## src/rtl/spad_arb_pkg.sv

```systemverilog
// Shared definitions for the SPad read arbiter: default widths, the
// requester vector type and the packed-address slice helper.
package spad_arb_pkg;

  localparam int unsigned DEF_NUM_REQ       = 4;
  localparam int unsigned DEF_DATA_BITWIDTH = 16;
  localparam int unsigned DEF_ADDR_BITWIDTH = 9;

  typedef logic [DEF_NUM_REQ-1:0] req_vec_t;

  // LSB position of requester k's address inside the packed address bus.
  function automatic int unsigned addr_slice(input int unsigned k,
                                             input int unsigned addr_bits);
    return k * addr_bits;
  endfunction

endpackage

```

## src/rtl/spad_rd_arbiter_rr_picker.sv

```systemverilog
// Round-robin picker: given the eligible requesters and the current
// pointer, select the first eligible requester at or after the pointer
// (wrapping) and produce the one-hot grant and the following pointer.
module rr_picker #(
  parameter int unsigned NUM_REQ = 4,
  parameter int unsigned PTR_W   = 2
) (
  input  logic [NUM_REQ-1:0] elig,
  input  logic [PTR_W-1:0]   ptr,
  output logic [NUM_REQ-1:0] grant,
  output logic [PTR_W-1:0]   next_ptr,
  output logic               hit
);

  int unsigned best_k;
  int unsigned best_dist;

  // Priority is the rotational distance from the pointer; smallest wins.
  always_comb begin
    best_k    = 0;
    best_dist = NUM_REQ;
    hit       = 1'b0;
    for (int unsigned k = 0; k < NUM_REQ; k++) begin
      if (elig[k] && (((k + NUM_REQ - 32'(ptr)) % NUM_REQ) < best_dist)) begin
        best_k    = k;
        best_dist = (k + NUM_REQ - 32'(ptr)) % NUM_REQ;
        hit       = 1'b1;
      end
    end
  end

  // One-hot grant and pointer advance past the winner.
  always_comb begin
    grant    = '0;
    next_ptr = ptr;
    for (int unsigned k = 0; k < NUM_REQ; k++) begin
      grant[k] = hit && (k == best_k);
    end
    if (hit) begin
      next_ptr = PTR_W'((best_k + 1) % NUM_REQ);
    end
  end

endmodule

```

## src/rtl/spad_rd_arbiter.sv

```systemverilog
// SPad read arbiter: shares one scratchpad between NUM_REQ read requesters
// (round-robin, one grant per cycle) and a pass-through write port. Reads
// colliding with a same-cycle write to the same address are held off one
// cycle so they return the freshly written word.
module spad_rd_arbiter
  import spad_arb_pkg::*;
#(
  parameter int unsigned NUM_REQ       = DEF_NUM_REQ,
  parameter int unsigned DATA_BITWIDTH = DEF_DATA_BITWIDTH,
  parameter int unsigned ADDR_BITWIDTH = DEF_ADDR_BITWIDTH
) (
  input  logic                             clk,
  input  logic                             reset,
  input  logic                             i_en,
  input  logic [NUM_REQ-1:0]               i_req_valid,
  input  logic [NUM_REQ*ADDR_BITWIDTH-1:0] i_req_addr,
  output logic [NUM_REQ-1:0]               o_req_ready,
  output logic [NUM_REQ-1:0]               o_rsp_valid,
  output logic [DATA_BITWIDTH-1:0]         o_rsp_data,
  input  logic                             i_wr_valid,
  input  logic [ADDR_BITWIDTH-1:0]         i_wr_addr,
  input  logic [DATA_BITWIDTH-1:0]         i_wr_data,
  output logic                             o_spad_ren,
  output logic [ADDR_BITWIDTH-1:0]         o_spad_raddr,
  output logic                             o_spad_wen,
  output logic [ADDR_BITWIDTH-1:0]         o_spad_waddr,
  output logic [DATA_BITWIDTH-1:0]         o_spad_wdata,
  input  logic [DATA_BITWIDTH-1:0]         i_spad_rdata,
  output logic                             o_busy
);

  localparam int unsigned PTR_W = $clog2(NUM_REQ);

  logic [ADDR_BITWIDTH-1:0] req_addr [NUM_REQ];
  logic [NUM_REQ-1:0]       elig;
  logic [NUM_REQ-1:0]       grant;
  logic [NUM_REQ-1:0]       rsp_vld;
  logic [PTR_W-1:0]         rr_ptr;
  logic [PTR_W-1:0]         rr_ptr_nxt;
  logic                     grant_hit;

  // Unpack addresses and qualify requests; reset low suppresses all grants.
  always_comb begin
    elig = '0;
    for (int unsigned k = 0; k < NUM_REQ; k++) begin
      req_addr[k] = i_req_addr[addr_slice(k, ADDR_BITWIDTH) +: ADDR_BITWIDTH];
      elig[k]     = reset && i_en && i_req_valid[k]
                    && !(i_wr_valid && (req_addr[k] == i_wr_addr));
    end
  end

  rr_picker #(
    .NUM_REQ (NUM_REQ),
    .PTR_W   (PTR_W)
  ) u_picker (
    .elig     (elig),
    .ptr      (rr_ptr),
    .grant    (grant),
    .next_ptr (rr_ptr_nxt),
    .hit      (grant_hit)
  );

  // Route the granted requester's address to the SPad read port.
  always_comb begin
    o_spad_raddr = '0;
    for (int unsigned k = 0; k < NUM_REQ; k++) begin
      if (grant[k]) begin
        o_spad_raddr = req_addr[k];
      end
    end
  end

  // Round-robin pointer and one-cycle response tag register.
  always_ff @(posedge clk or negedge reset) begin
    if (!reset) begin
      rr_ptr  <= '0;
      rsp_vld <= '0;
    end else begin
      if (grant_hit) begin
        rr_ptr <= rr_ptr_nxt;
      end
      rsp_vld <= grant;
    end
  end

  assign o_req_ready  = grant;
  assign o_spad_ren   = grant_hit;
  assign o_rsp_valid  = rsp_vld;
  assign o_rsp_data   = (|rsp_vld) ? i_spad_rdata : '0;
  assign o_spad_wen   = reset && i_wr_valid;
  assign o_spad_waddr = i_wr_addr;
  assign o_spad_wdata = i_wr_data;
  assign o_busy       = reset && ((|i_req_valid) || (|rsp_vld));

endmodule

```

## config.mk

```make
export PLATFORM = sky130hd
export DESIGN_NAME = spad_rd_arbiter
export DESIGN_NICKNAME = d
export VERILOG_FILES = /design/src/rtl/spad_arb_pkg.sv /design/src/rtl/spad_rd_arbiter_rr_picker.sv /design/src/rtl/spad_rd_arbiter.sv
export SDC_FILE = /design/constraint.sdc
export NUM_CORES = 1
export LEC_CHECK = 0
export CORE_ASPECT_RATIO = 1.2
export CORE_MARGIN = 2
export CORE_UTILIZATION = 32
export CTS_BUF_LIST = sky130_fd_sc_hd__clkbuf_2
export DETAILED_ROUTE_END_ITERATION = 6
export GPL_TIMING_DRIVEN = 0
export PLACE_DENSITY = 0.87
export SYNTH_ARGS = -nofsm -noshare
export SYNTH_HDL_FRONTEND = slang
export SYNTH_SLANG_ARGS = --single-unit
```

## constraint.sdc

```tcl
create_clock -name clk -period 14.18 [get_ports clk]
set_input_delay 4.254 -clock clk [delete_from_list [all_inputs] [get_ports clk]]
set_output_delay 4.254 -clock clk [all_outputs]
set_load 0.05 [all_outputs]
```

==> impl_results.md <==
- Status: complete, no violations
- Fin crit period: 13.73 ns
- Slew Limit Fails: 0
- Setup repair bufs after CTS: 0
- Critical Path Fanout Max: 10
- Initial Util: between 30 and 40%
- Crit. End Element: output pin
- # clock sinks: 6
- Die ar.: 5620 sq um
- Final-report hold violation count: 0
- First-pass iteration count of the detailed router: 4
- Crit path DAT: between 9 and 10 ns
- Distinct cells, synth: 39
- RSZ-0062 raised after global routing: false
- Worst EP required: between 9 and 10 ns
- Fmax: between 70 and 80 MHz
- Vias per inst: 4.83
- #FFs+latches synth: 6
- Io pins: ~150
- Syn_area_per_cell: between 7 and 8 sq um
- CP max stage delay: between 0.8 and 0.9 ns
- Std-Cell Rows: 28
- Most common cell after layout, fill and taps aside: clkdlybuf4s50_1
- Chip width: about 69 um
- Dpl hpwl: 4.73 mm
- WHS: approximately 0.68 ns
- Cts hold-fix bufs: 0
- Post-synthesis sequential area ratio: a little under a tenth
- Worst-margin pin slew: around 1.0 ns
- Final WL: ~5.5 mm
- Fillers: 452
- First-pass GRT wire length: about 8.4 mm
- Yosys Warn Count: 0
- R2R Setup Slk: between 10 and 15 ns
- CTS root buffer: clkbuf_2
- Final period utilization: a little over nine tenths
- CORE AREA: between 4000 and 5000 sq um
- DR vias: 1994
- Syn Nets: approximately 320
- H-tree depth: 1
- Post-DRT Antenna Nets: 0
- Final setup violation count: 0
- Area grow syn2layout: 84.6%
- Worst-path cell chain: clkdlybuf4s50_1 > xnor2_1 > nand4_1 > nor3_2 > or2_2 > or2b_1 > o21ai_0 > a21oi_1 > ha_1 > nor2_1 > nor4b_2 > nor2b_1 > a21boi_1 > a311oi_1 > ha_1 > o31ai_1 > o211a_1 > nor2_1 > ha_1 > nor2b_1 > clkdlybuf4s50_1
- Port Buffer Count: between 100 and 150
- Cell mode on critical path: ha_1
- Fin util: ~61%
- Gr usage total: about 19%
- Leak: about 1.2 nW
- Die Y: 81.7 um
- Aggregate global routing overflow: 0
- CP Class: in2out
- Crit-path slowest cell: clkdlybuf4s50_1
- IR Drop Worst-Case VDD: 0.0294 mV
- Clock skew: ~0.002 ns
- Clock buffer depth: 2
- GPL Wtd Cong: 0.958
- Slew Limit Headroom: 30.6%
- CTS tree: yes
- Vias in the first global route: between 1500 and 2000
- Antenna violations before repair: 0
- Mapped Area: around 1600 sq um
- DR WL/cell: 13.3 um
- Hold Crit Class: reg2reg
- Most frequent cells in the layout: clkdlybuf4s50_1, buf_4, nor2_1, nand2_1, nor2b_1
- Max Cap Viol: 0
- Clock slew at reported path FFs: 0.05 ns
- Clk_lat worst skew: 0.21 ns
- Largest net degree at the start of global routing: 13
- Layout cells sized above 1: between 10% and 20%
- Initial drt markers: 35
- PwrDens: approximately 71 nW/um^2
- Mapped Cells: 226
- Total CTS buffers: 3
- # nets final: ~450
- DR DRC count: 0
- Critical Path Start Type: input pin
- Antenna cells: 0
==> cell families after synthesis <==
group / count (synthesis) / synth area share, %
multiplexers: 10 / 6.29
AO/OA/AOI/OAI: 37 / 15.0
flip-flops: 6 / 9.32
buffers and inverters: 37 / 14.8
XOR/XNOR: 37 / 20.1
AND/OR/NAND/NOR: 93 / 29.9
adder cells (fa/ha/maj): 6 / 4.66
==> registers in the layout (all words and copies together), names as in the netlist <==
signal and cells:
o_rsp_valid 4, rr_ptr 2
==> per-stage QoR <==
stage	area [sq um]	instances	worst slack [ns]	setup TNS, ns	power (mW)
finish	2980	413	0.447	0	0.211
floorplan	1610	226	1.09	0	0.136
global placement	2970	414	-0.328	-2.98	0.198
global route	2980	413	0.000606	0	0.226
CTS	2990	417	0.0297	0	0.212
detailed placement	2970	414	-0.495	-4.77	0.201
==> area by class of cell <==
cell class	count	area, sq um	share of cell area (%)
Clock buffer	3	15.0	0.505
Multi-Input combinational cell	183	1230	41.5
Tap cell	60	75.1	2.52
Inverter	3	11.3	0.378
Sequential cell	6	150	5.05
Timing Repair Buffer	128	1270	42.8
Buffer	30	216	7.28
==> metal layers <==
metal	share of wire, %	global-route usage (%)
met5	0	0
met4	1.9	7.65
met3	10	3.01
met2	51	36.7
met1	37	20.5
==> Yosys cell counts <==
cell type   n  share of area [%]
and2_1      2               0.78
o21ai_2     1               0.54
o21ai_0    12                3.7
mux2_2      1               0.70
buf_2       1               0.31
nor4b_1     2                1.1
mux2i_1     9                5.6
buf_1       1               0.23
a21oi_1    12                3.7
a22oi_1     1               0.47
nor3_2      1               0.62
inv_1       3               0.70
a211oi_1    2               0.93
nor3_4      1                1.0
or2b_1      1               0.47
xor2_1     16                8.7
a311oi_1    1               0.54
ha_1        6                4.7
clkbuf_1    6                1.4
nand2_1    22                5.1
or2_2       1               0.39
nor3_1      1               0.31
a21boi_0    2               0.93
nor4_1      6                2.3
dfrtp_1     6                9.3
o31ai_1     1               0.47
nand4_1     4                1.6
a31oi_1     1               0.39
buf_4      26                 12
nand3_1     3               0.93
a41oi_1     1               0.54
nor2b_1    22                8.5
o211a_1     1               0.62
or2_1       2               0.78
xnor2_1    21                 11
a31oi_2     1               0.78
nor2_1     24                5.6
and3_1      1               0.39
o31ai_4     1                1.3
==> what timing repair did <==
action	CTS	global route
resized for setup	30	18
setup endpoints to repair	11	13
hold endpoints to repair	0	0
==> power by group <==
part	internal, mW	leakage (nW)	switching, mW
Combinational	0.0713	1.10	0.106
Clock	0.00572	0.0125	0.00528
Sequential	0.0195	0.0777	0.00307
Total	0.0965	1.20	0.114
==> final timing paths <==
kind | from | endpoint | depth (start not counted)
hold reg to reg | rr_ptr[1] | rr_ptr[1] | 1
max in group asynchronous | reset | o_rsp_valid[3] | 1
min in group asynchronous | reset | o_rsp_valid[0] | 1
hold / removal | rr_ptr[1] | rr_ptr[1] | 1
setup reg to reg | rr_ptr[1] | o_rsp_valid[2] | 18
setup / recovery | i_wr_addr[5] | o_req_ready[0] | 21
==> worst max-delay path: cells and delay by family <==
family	cells	cell delay (ns)
xor gates and xnor gates	1	0.15
and+or+nand+nor	9	1.76
buffers and inverters	2	1.46
adders and majority gates	3	0.92
AOI/OAI and AO/OA	6	0.91
No activity file was read; power rests on OpenSTA's default activity.
